## config.mk

```make
export PLATFORM = sky130hd
export DESIGN_NAME = led_pwm_fader
export DESIGN_NICKNAME = d
export VERILOG_FILES = /design/src/rtl/led_pwm_fader_pkg.sv /design/src/rtl/led_pwm_channel.sv /design/src/rtl/led_pwm_fader.sv
export SDC_FILE = /design/constraint.sdc
export NUM_CORES = 1
export LEC_CHECK = 0
export ABC_AREA = 1
export BUFFER_PORTS_ARGS = -buffer_cell sky130_fd_sc_hd__buf_2
export CORE_AREA = 5 5 108 110
export CTS_CLUSTER_DIAMETER = 100
export DETAILED_ROUTE_END_ITERATION = 8
export DIE_AREA = 0 0 113 115
export PLACE_DENSITY = 0.87
export SYNTH_ARGS = -nofsm -noshare
export SYNTH_HDL_FRONTEND = slang
export SYNTH_HIERARCHICAL = 1
export SYNTH_SLANG_ARGS = --single-unit
export TNS_END_PERCENT = 30
```

## constraint.sdc

```tcl
create_clock -name clk -period 2.9 [get_ports clk]
set_input_delay 0.725 -clock clk [delete_from_list [all_inputs] [get_ports clk]]
set_output_delay 0.725 -clock clk [all_outputs]
set_load 0.005 [all_outputs]
```

## src/rtl/led_pwm_fader_pkg.sv

```systemverilog
// Shared types and defaults for the LED PWM fader.
// The channel state enum is used by led_pwm_channel; the default widths
// and ramp divider are used as parameter defaults by led_pwm_fader.
// Optional feature macro: LED_PWM_FADER_GAMMA_EN (see led_pwm_channel).
package led_pwm_fader_pkg;

    // Per-channel fade state
    typedef enum logic [1:0] {
        CH_OFF  = 2'd0,
        CH_RISE = 2'd1,
        CH_ON   = 2'd2,
        CH_FALL = 2'd3
    } ch_state_e;

    localparam int DEF_N_LEDS   = 4;
    localparam int DEF_PWM_BITS = 8;
    localparam int DEF_RAMP_DIV = 16384;

endpackage

```

## src/rtl/led_pwm_channel.sv

```systemverilog
// One LED channel: fade state machine, brightness level, duty mapping and
// registered PWM compare against the shared free-running PWM counter.
// Build option LED_PWM_FADER_GAMMA_EN selects a squared (gamma-like)
// duty curve; without it the duty is the level itself and no multiplier
// exists.
module led_pwm_channel
    import led_pwm_fader_pkg::*;
#(
    parameter int PWM_BITS = DEF_PWM_BITS
) (
    input  logic                clk,
    input  logic                rst_n,
    input  logic                tgt_i,
    input  logic                ramp_tick_i,
    input  logic [PWM_BITS-1:0] pwm_cnt_i,
    output logic                led_o,
    output logic                idle_o
);

    localparam logic [PWM_BITS-1:0] LVL_MAX = {PWM_BITS{1'b1}};
    localparam logic [PWM_BITS-1:0] LVL_MIN = '0;

    ch_state_e           state_q, state_d;
    logic [PWM_BITS-1:0] level_q, level_d;
    logic [PWM_BITS-1:0] duty;
    logic                led_q, led_d;

    // Step up by one, holding at full brightness instead of wrapping
    function automatic logic [PWM_BITS-1:0] sat_inc(input logic [PWM_BITS-1:0] v);
        return (v == LVL_MAX) ? LVL_MAX : v + PWM_BITS'(1);
    endfunction

    // Step down by one, holding at dark instead of wrapping
    function automatic logic [PWM_BITS-1:0] sat_dec(input logic [PWM_BITS-1:0] v);
        return (v == LVL_MIN) ? LVL_MIN : v - PWM_BITS'(1);
    endfunction

`ifdef LED_PWM_FADER_GAMMA_EN
    // Squared brightness curve; full level forced to full duty so the top
    // step is a solid on rather than (MAX*MAX)>>PWM_BITS
    function automatic logic [PWM_BITS-1:0] gamma_duty(input logic [PWM_BITS-1:0] lvl);
        logic [2*PWM_BITS-1:0] sq;
        sq = {{PWM_BITS{1'b0}}, lvl} * {{PWM_BITS{1'b0}}, lvl};
        return (lvl == LVL_MAX) ? LVL_MAX : sq[2*PWM_BITS-1:PWM_BITS];
    endfunction
`endif

    // State, level and pad drive registers; reset lands every channel dark
    always_ff @(posedge clk or negedge rst_n) begin
        if (!rst_n) begin
            state_q <= CH_OFF;
            level_q <= '0;
            led_q   <= 1'b0;
        end else begin
            state_q <= state_d;
            level_q <= level_d;
            led_q   <= led_d;
        end
    end

    // Next state: a ramp tick always acts on the state held this cycle, so a
    // simultaneous target change only redirects the following ticks
    always_comb begin
        state_d = state_q;
        level_d = level_q;
        case (state_q)
            CH_OFF: begin
                if (tgt_i) state_d = CH_RISE;
            end
            CH_RISE: begin
                if (ramp_tick_i) level_d = sat_inc(level_q);
                if (!tgt_i)                  state_d = CH_FALL;
                else if (level_d == LVL_MAX) state_d = CH_ON;
            end
            CH_ON: begin
                if (!tgt_i) state_d = CH_FALL;
            end
            CH_FALL: begin
                if (ramp_tick_i) level_d = sat_dec(level_q);
                if (tgt_i)                   state_d = CH_RISE;
                else if (level_d == LVL_MIN) state_d = CH_OFF;
            end
            default: begin
                state_d = CH_OFF;
                level_d = LVL_MIN;
            end
        endcase
    end

    // Outputs: duty mapping, PWM compare (solid at the extremes) and idle
    always_comb begin
`ifdef LED_PWM_FADER_GAMMA_EN
        duty = gamma_duty(level_q);
`else
        duty = level_q;
`endif
        if (duty == LVL_MIN)      led_d = 1'b0;
        else if (duty == LVL_MAX) led_d = 1'b1;
        else                      led_d = (duty > pwm_cnt_i);
        idle_o = ((state_q == CH_OFF) && !tgt_i) || ((state_q == CH_ON) && tgt_i);
    end

    assign led_o = led_q;

endmodule

```

## src/rtl/led_pwm_fader.sv

```systemverilog
// LED PWM fader top: registers the target pattern, runs the shared PWM and
// ramp counters, instantiates one led_pwm_channel per LED and reduces the
// per-channel idle flags into a registered idle output.
// Build option LED_PWM_FADER_GAMMA_EN enables the squared duty curve in
// every channel.
module led_pwm_fader
    import led_pwm_fader_pkg::*;
#(
    parameter int N_LEDS   = DEF_N_LEDS,
    parameter int PWM_BITS = DEF_PWM_BITS,
    parameter int RAMP_DIV = DEF_RAMP_DIV
) (
    input  logic              clk,
    input  logic              rst_n,
    input  logic [N_LEDS-1:0] led_in,
    output logic [N_LEDS-1:0] led_out,
    output logic              idle
);

    localparam int                RAMP_W    = (RAMP_DIV > 2) ? $clog2(RAMP_DIV) : 1;
    localparam logic [RAMP_W-1:0] RAMP_LAST = RAMP_W'(RAMP_DIV - 1);

    logic [N_LEDS-1:0]   tgt_q;
    logic [PWM_BITS-1:0] pwm_cnt_q, pwm_cnt_d;
    logic [RAMP_W-1:0]   ramp_cnt_q, ramp_cnt_d;
    logic                ramp_tick;
    logic [N_LEDS-1:0]   ch_led;
    logic [N_LEDS-1:0]   ch_idle;
    logic                idle_q, idle_d;

    // Counter next values and idle reduction across all channels
    always_comb begin
        ramp_tick  = (ramp_cnt_q == RAMP_LAST);
        ramp_cnt_d = ramp_tick ? '0 : ramp_cnt_q + RAMP_W'(1);
        pwm_cnt_d  = pwm_cnt_q + PWM_BITS'(1);
        idle_d     = &ch_idle;
    end

    // Target capture, shared counters and idle flag; idle reads 1 in reset
    always_ff @(posedge clk or negedge rst_n) begin
        if (!rst_n) begin
            tgt_q      <= '0;
            pwm_cnt_q  <= '0;
            ramp_cnt_q <= '0;
            idle_q     <= 1'b1;
        end else begin
            tgt_q      <= led_in;
            pwm_cnt_q  <= pwm_cnt_d;
            ramp_cnt_q <= ramp_cnt_d;
            idle_q     <= idle_d;
        end
    end

    for (genvar i = 0; i < N_LEDS; i++) begin : g_ch
        led_pwm_channel #(
            .PWM_BITS(PWM_BITS)
        ) u_ch (
            .clk        (clk),
            .rst_n      (rst_n),
            .tgt_i      (tgt_q[i]),
            .ramp_tick_i(ramp_tick),
            .pwm_cnt_i  (pwm_cnt_q),
            .led_o      (ch_led[i]),
            .idle_o     (ch_idle[i])
        );
    end

    assign led_out = ch_led;
    assign idle    = idle_q;

endmodule

```

[Word-level counts from Yosys, hierarchy flattened]
Cells that the tools add are included.
Widths: inputs -> output; s select.
Storage, ports and cells
  word-level logic and storage cells: 169
  output and inout port bits: 5
  input bits: 6
  bits in registers: 71
Cells by class
  equal/unequal tests: 37
  $lt $le $gt $ge: 4
  add/subtract/negate cells: 10
  mux-type cells: 65
  reduce and logical (&&, ||, !) cells: 37
Operators by type and width (number)
  $mux 8: 24
  $eq 8x8->1 const B: 8
  $logic_not 8->1: 8
  $pmux 8 s2: 4
  $mux 2: 24
  $add 8x1->8 const B: 5
  $gt 8x8->1: 4
  $pmux 2 s4: 4
  $sub 8x1->8 const B: 4
  $ne 3x2->1 const B: 8
  $reduce_and 4->1: 5
  $eq 2x2->1 const B: 8
  $ne 2x2->1 const B: 8
  $add 14x1->14 const B: 1
  $eq 14x14->1 const B: 1
  $mux 14: 1
  $eq 2x1->1 const B: 4
  $logic_and 1x1->1: 8
  $logic_not 2->1: 4
  $mux 1: 8
  $reduce_bool 2->1: 4
  $logic_not 1->1: 4
  $logic_or 1x1->1: 4

[Depth between registers and ports, before layout]
Gate-level depths: netlist of run 1.
  word-level depth: 8
  mapped depth: 19
  gate-level depth less buffers: 18

[By module]
The synthesis of run 1 kept the hierarchy.
By module, submodules not included
  led_pwm_channel: sequential area each 275.3 µm², cells an instance 207, area each 1335.0 µm², instances 4
  led_pwm_fader: sequential area each 676.9 µm², cells an instance 127, area each 1212.4 µm², instances 1

[Worst setup path after synthesis of run 1]
OpenSTA, ideal clock, no wires.
  kind: reg-to-reg
  from: reg ramp_cnt_q[0]
  to: reg g_ch[0].u_ch.state_q[0]
  cell stages (with the launch flop): 20
  buffers on the path: 1
  required time: 2.783 ns
  library setup time: 0.117 ns
  setup slack: 0.710 ns
  data arrival time: 2.073 ns
  cell sequence: dfrtp_1 -> ha_1 -> nand2_2 -> nor2_4 -> nand4_2 -> inv_2 -> buf_4 -> nand2_2 -> nor2_4 -> inv_2 -> nand2_2 -> nand2_1 -> nand2_2 -> nand2_1 -> nor2_1 -> nand2_1 -> nand2_2 -> nand3_2 -> nand2_1 -> nand2_1
On the way
  cells in the longest elaborated chain, start to end: 6
  elaborated cells between the ends (all ways): 10
  classes of those cells: eq/ne: 4; mux: 4; reduce/logical: 2
Ends and longest elaborated chain
  start, declared: RTL line led_pwm_fader.sv:25  | logic [RAMP_W-1:0] ramp_cnt_q, ramp_cnt_d;
  start signal, assigned: RTL line led_pwm_fader.sv:49  | ramp_cnt_q <= ramp_cnt_d;
  $eq 14x14->1 *: RTL line led_pwm_fader.sv:33  | ramp_tick = (ramp_cnt_q == RAMP_LAST);
  net ramp_tick: RTL line led_pwm_fader.sv:26  | logic ramp_tick;
  $mux 8 (on tied branches): RTL line led_pwm_channel.sv:71, led_pwm_channel.sv:79
  $mux 8: RTL line led_pwm_channel.sv:66  | case (state_q)
  $eq 8x8->1 or $logic_not 8->1 (tied branches): RTL line led_pwm_channel.sv:73, led_pwm_channel.sv:81
  $ne 3x2->1 (no line)
  $reduce_and 4->1 (no line) *
  end signal, assigned: RTL line led_pwm_channel.sv:55  | state_q <= state_d;
  end, declared: RTL line led_pwm_channel.sv:23  | ch_state_e state_q, state_d;
Mark *: on every way through the listed nets, which the timed path passes. The rest lies on a longest branch. The select of a mux whose other input is x is not followed.
A chain may end at the register's enable or synchronous reset.

[Worst setup path in the final report of run 1]
  from: reg ramp_cnt_q[0]
  to: reg g_ch[3].u_ch.state_q[0]
On the way
  cells in the longest elaborated chain, start to end: 6
  elaborated cells between the ends (all ways): 10
  classes of those cells: eq/ne: 4; mux: 4; reduce/logical: 2
Ends and longest elaborated chain (RTL line)
  $eq 14x14->1 *: led_pwm_fader.sv:33
  net ramp_tick: led_pwm_fader.sv:26
  $mux 8 (on tied branches): led_pwm_channel.sv:71, led_pwm_channel.sv:79
  $mux 8: led_pwm_channel.sv:66
  $eq 8x8->1 or $logic_not 8->1 (tied branches): led_pwm_channel.sv:73, led_pwm_channel.sv:81
  $ne 3x2->1 (no line)
  $reduce_and 4->1 (no line) *
  end signal, assigned: led_pwm_channel.sv:55
  end, declared: led_pwm_channel.sv:23
Marks and branches as above.

==> impl_metrics.tcl, run 1 <==
set metrics [dict create \
    wl_met3_um 831 \
    relSlewSlack_pct 39.1 \
    final_cell_mix "nand2_1, inv_1, nor2_1, nand3_1, dfrtp_1" \
    dp_hpwl_mm 11.0 \
    grt_pass1_vias 5700 \
    ys.warnings.count 6 \
    placed_area_um2 6710 \
    antennaDiodeCount 0 \
    root_buffer "clkbuf_8" \
    syn_nets 1023 \
    drv_slew 0 \
    crit_path_start_kind "flip-flop" \
    multiInputGateArea_um2 4150 \
    start_util_pct 61.8 \
    clk_latency_ns 0.36 \
    cts_setup_buffers 0 \
    synthDistinctLibCells 31 \
    clock_path_buffers 2 \
    fillerInstances 927 \
    rows 38 \
    area_growth_pct 5.12 \
    tns_ns 0 \
    status "completed" \
    fin_skew_ns 0.00836 \
    fin_ws_ns 0.266 \
    nets 1033 \
    htree_levels 3 \
    grt_max_degree 72 \
    vias 6179 \
    gp_congestion 0.972 \
    cpMostUsedCell "nand2_1" \
    clk_pin_slew_worst_paths_ns 0.08 \
    layout_commonest_cell "nand2_1" \
    hp-class "primary input to flip-flop" \
    final_util_pct 65.0 \
    totalWireLength_mm 14.7 \
    p_per_area_nw_per_um2 407 \
    cts_buffers 9 \
    grt_pass1_wl_mm 25.2 \
    vias_per_cell 5.57 \
    worstPathArrival_ns 2.88 \
    required_ns 3.15 \
    drt-initial-drc-count 517 \
    grt_overflow 0 \
    critPathSlowestCell "dfrtp_1" \
    die_area_um2 13000 \
    route.met2.wl_mm 7.13 \
    antenna_found_initial 0 \
    io_buffers 10 \
    worstSetupEndpointType "flip-flop" \
    tritoncts "built" \
    p_leak_nw 3.47 \
    timing.hold.ws_ns 0.472 \
    cts.sinks 71 \
    drc 0 \
    crit_buf_inv 2 \
    die_width_um 113 \
    crit_fanout 44 \
    cp_cell_sequence "ha_1 > nand2_2 > nor2_4 > nand4_2 > inv_2 > buf_12 > nand2_1 > nor2_2 > nand3_1 > nand3_1 > nand2_1 > nor2_1 > nand2_1 > nand2_2 > nand3_2 > nand2_1 > nand2_1" \
    synth-edff-count 0 \
    mappedNetlistArea_um2 6550 \
    wl_per_cell_um 13.2 \
    seqCellArea_um2 1780 \
    yosys.area.top_type "dfrtp_1" \
    async_flop_share_pct 100 \
    cts_resized 0 \
    core_um2 10600 \
    synth_top_area_share_pct 26.7 \
    max_cap_violations 0 \
    finalHoldViolCount 0 \
    syn_area_per_cell_um2 6.86 \
    grt_use_total_pct 23.3 \
    fmax_mhz 380 \
    design_area_um2 6890 \
    drive_above_1_share_pct 13.9 \
    fin_crit_ns 2.63 \
    rsz0062_at_grt "false" \
    ys.flop_type "dfrtp_1" \
    dieHeight_um 115 \
    io_pins 11 \
    syn-instance-count 955 \
    seq_area_frac_synth_pct 27.1 \
    pre_cts_slack_ns 0.336 \
    synth-seq-cells 71 \
    vdd_drop_max_uv 394 \
    setup_viol 0 \
    ant_nets 0 \
    top_layer_used "met4" \
    worst_pin_slew_ns 0.913 \
    cpLargestDelayFamily "simple AND/OR/NAND/NOR gates" \
    timing.final.crit_share_pct 90.8 \
    dr.pass1.iters 7 \
    critical_path_class "flip-flop to flip-flop" \
    cts_hold_buffers 0 \
    ys_top_cells_by_area "dfrtp_1, nand2_1, ha_1" \
    met1_length_mm 6.51 \
    slowest_delay_ns 0.40 \
]
==> metal layers <==
metal | vias to the layer above | GRT usage (%)
li1 | 3112 | -
met1 | 2825 | 30.3
met2 | 217 | 40.0
met3 | 25 | 3.11
met4 | 0 | 8.41
met5 | - | 0
==> synth_stat cells (2+ instances only) <==
master,count
a21boi_0,4
nand2_2,29
nor2_1,111
inv_1,116
o21ai_0,48
o211ai_1,8
o21ai_2,4
buf_2,4
nand3_4,4
ha_1,62
inv_2,21
nor2_2,23
xor2_1,8
nand2_1,244
nand2_4,5
nand3_2,8
nor2_4,10
o221ai_1,12
nor3_2,2
o21ai_1,8
nand3_1,77
nand4_1,17
clkinv_1,4
a21oi_1,24
dfrtp_1,70
buf_4,4
xnor2_1,6
a22oi_1,16
buf_6,4
==> report_power, final <==
group	internal [mW]	switching, mW	total [mW]
Clock	0.356	0.391	0.746
Combinational	0.281	0.646	0.926
Sequential	1.06	0.0724	1.13
==> area by class of cell <==
| type | count | area share (%) |
|---|---|---|
| clock buffers | 11 | 2.20 |
| multi-input cells | 731 | 60.3 |
| clock inverters | 5 | 0.454 |
| repair buffers | 11 | 1.05 |
| inverters | 141 | 7.68 |
| flip-flops and latches | 71 | 25.8 |
| well taps | 140 | 2.54 |
==> stage by stage <==
step                total power [mW]  cells
floorplan                       1.82    955
global placement                2.04   1094
detailed placement              2.07   1094
CTS                             2.82   1110
global route                    3.02   1110
finish                          2.80   1110
==> cells by family after synthesis <==
group           synth area share (%)
flops                           27.1
compound gates                  11.5
simple gates                    38.2
buf+inv                         9.53
fa+ha+maj                       11.8
xor+xnor                        1.87
==> registers in the layout, indices dropped and copies added, names as in the netlist <==
| register | cells |
|---|---|
| ramp_cnt_q | 14 |
| tgt_q | 4 |
| pwm_cnt_q | 8 |
| idle | 1 |
| g_ch.u_ch/duty | 32 |
| g_ch.u_ch/led_o | 4 |
| g_ch.u_ch/state_q | 8 |
==> worst paths after layout <==
kind	from	to	slack, ns	cells past startpoint
worst max-delay path	ramp_cnt_q[0]	g_ch[3].u_ch/state_q[0]	0.27	17
worst min-delay path	led_in[2]	tgt_q[2]	0.47	1
worst max register to register	ramp_cnt_q[0]	g_ch[3].u_ch/state_q[0]	0.27	17
worst min register to register	ramp_cnt_q[0]	ramp_cnt_q[0]	0.50	1
max in group asynchronous	rst_n	ramp_cnt_q[9]	1.81	1
min in group asynchronous	rst_n	g_ch[0].u_ch/duty[4]	0.51	1
(Power assumes the default switching activity.)
==> inputs of run 2 (changes only) <==
- ABC_AREA: 1 -> not set
- CORE_AREA: 5 5 108 110 -> 10 10 115 117
- DIE_AREA: 0 0 113 115 -> 0 0 125 127
- clock period: 2.9 -> 2.6 ns (I/O delays scaled with it)
==> run 2 against run 1 <==
Effect of this change: the flow now finishes with violations (setup timing); register-to-register slack worse by 0.40 ns; combinational power up 76%; global-route usage fell by 2.2 points; cell area is 12% higher; clock power up 92%; synthesized cell count shrank 18%; critical path type unchanged.
==> impl_metrics.tcl, run 2 <==
set metrics [dict create \
    worstPathArrival_ns 2.95 \
    vdd_drop_max_uv 531 \
    synth-seq-cells 71 \
    synth_common_cells "dfrtp_1, ha_1, inv_1, nand2_1, o21ai_0" \
    nets 887 \
    critPathSlowestCell "or3b_4" \
    drc 0 \
    p_seq_share_pct 30.0 \
    largest_reg_flops 32 \
    mappedNetlistArea_um2 6810 \
    critical_path_class "flip-flop to flip-flop" \
    gp_congestion 0.950 \
    ys.warnings.count 6 \
    io_pins 11 \
    grt_overflow 0 \
    io_buffers 10 \
    timing.final.crit_share_pct 105 \
    dr.pass1.iters 5 \
    netSwitchingFraction_pct 35.2 \
    ant_nets 0 \
    timing.hold.ws_ns 0.223 \
    root_buffer "clkbuf_16" \
    ys_top_cells_by_area "dfrtp_1, ha_1, o21ai_0" \
    tritoncts "built" \
    vias_per_cell 6.61 \
    slowest_delay_ns 0.40 \
    relSlewSlack_pct 58.8 \
    design_area_um2 7750 \
    die_width_um 125 \
    vias 6389 \
    placed_area_um2 7210 \
    synth_top_area_share_pct 25.7 \
    cts_hold_buffers 0 \
    fin_ws_ns -0.129 \
    rows 39 \
    hp-class "primary input to async pin" \
    crit_buf_inv 3 \
    syn-instance-count 779 \
    p_int_mw 2.84 \
    synthDistinctLibCells 78 \
    yosys.area.top_type "dfrtp_1" \
    ys.flop_type "dfrtp_1" \
    fillerInstances 778 \
    final_util_pct 69.6 \
    syn_nets 847 \
    async_flop_share_pct 100 \
    switchingPower_mw 1.54 \
    grt_max_degree 35 \
    post-place-cells 943 \
    fin_skew_ns 0.00846 \
    fmax_mhz 366 \
    final_cell_mix "dfrtp_1, buf_4, inv_1, ha_1, nand2_1" \
    max_cap_violations 0 \
    fin_crit_ns 2.73 \
    area_growth_pct 13.7 \
    layout_commonest_cell "dfrtp_1" \
    drv_slew 0 \
    p_comb_share_pct 37.3 \
    core_um2 11100 \
    synth-edff-count 0 \
    die_area_um2 15900 \
    rsz0062_at_grt "true" \
    clk_pin_slew_worst_paths_ns 0.06 \
    antenna_found_initial 1 \
    violations "setup timing" \
    p_leak_nw 3.28 \
    grt_pass1_wl_mm 29.2 \
    cpLargestDelayFamily "simple AND/OR/NAND/NOR gates" \
    clock_path_buffers 2 \
    required_ns 2.82 \
    drive_above_1_share_pct 22.1 \
    finalHoldViolCount 0 \
    syn_area_per_cell_um2 8.75 \
    crit_fanout 9 \
    grt_pass1_vias 6132 \
    grt_use_total_pct 21.2 \
    start_util_pct 61.2 \
    antennaDiodeCount 0 \
    power_frac_clock_pct 32.7 \
    worst_pin_slew_ns 0.619 \
    yosysMostFrequentCell "dfrtp_1" \
    cpMostUsedCell "buf_4" \
    totalWireLength_mm 17.8 \
    dp_hpwl_mm 12.2 \
    p_per_area_nw_per_um2 565 \
    cts.sinks 71 \
    htree_levels 3 \
    setup_viol 5 \
    wl_per_cell_um 18.5 \
    stdcell_count 967 \
    worstSetupEndpointType "flip-flop" \
    cp_cell_sequence "nand4_1 > nor4_4 > buf_4 > buf_12 > or3b_4 > buf_4 > o31a_1 > a31o_1 > nand4_2 > mux2_4" \
    status "finished with violations" \
    clk_latency_ns 0.34 \
    dieHeight_um 127 \
    drt-initial-drc-count 749 \
    crit_path_start_kind "flip-flop" \
    power_mw 4.38 \
    cts_buffers 9 \
    seq_area_frac_synth_pct 26.1 \
]
[run 2: cell count changes after synthesis, sizes merged, moves of 14 or more]
cell / change
a21oi: +19
a31o: +14
buf: +24
inv: -74
nand2: -220
nand3: -54
nor2: -100
nor2b: +17
xnor2: +14
[run 2: final timing paths]
kind / startpoint / slack [ns] / cells past startpoint / to
max: ramp_cnt_q[13] / -0.13 / 10 / g_ch[2].u_ch/state_q[1]
min: rst_n / 0.22 / 1 / g_ch[3].u_ch/duty[2]
max reg2reg: ramp_cnt_q[13] / -0.13 / 10 / g_ch[2].u_ch/state_q[1]
min reg2reg: ramp_cnt_q[13] / 0.51 / 1 / ramp_cnt_q[13]
max in group asynchronous: rst_n / 1.76 / 2 / idle
min in group clk: led_in[3] / 0.41 / 1 / tgt_q[3]
[run 2: cell type report]
type | instances | area [µm²] | share of cell area (%)
multi-input combinational | 596 | 4590 | 59.3
timing repair buffer | 78 | 618 | 7.98
tap | 143 | 179 | 2.31
sequential | 71 | 1780 | 23.0
clock inverter | 6 | 110 | 1.42
clock buffer | 10 | 229 | 2.96
inverter | 63 | 236 | 3.05
[run 2: metrics by stage]
step / worst slack, ns / TNS, ns
floorplan: -0.352 / -2.12
global placement: 0.0124 / 0
detailed placement: -0.0933 / -0.334
CTS: -0.0784 / -0.261
global route: -0.262 / -1.53
finish: -0.129 / -0.517
[run 2: repair_timing]
item                       CTS  global route
buffers inserted             0             6
pin swaps                    1             3
setup endpoints to repair    5             9
resized for setup            2            14
cloned                       0             2
[run 2: routing by layer]
layer  vias up  share of wire (%)  track usage (%)
li1       2955                  -                -
met1      3048                 40             25.1
met2       322                 49             36.6
met3        62                7.4             4.71
met4         2                3.3             8.13
met5         -              0.056                0
[run 2: power groups by stage]
stage | clock [mW] | sequential, mW | combinational [mW]
global route | 1.50 | 1.33 | 1.80
finish | 1.43 | 1.31 | 1.63
floorplan | 0 | 1.28 | 1.28
detailed placement | 0 | 1.33 | 1.60
global placement | 0 | 1.32 | 1.51
CTS | 1.46 | 1.31 | 1.61
[run 2: cells by family after synthesis]
group	Yosys count	share of synthesized area (%)
adders and majority gates	62	11.4
buffers and inverters	112	8.43
AOI/OAI and AO/OA	212	22.8
xor gates and xnor gates	29	3.73
DFF	71	26.1
and+or+nand+nor	272	24.1
muxes	21	3.51
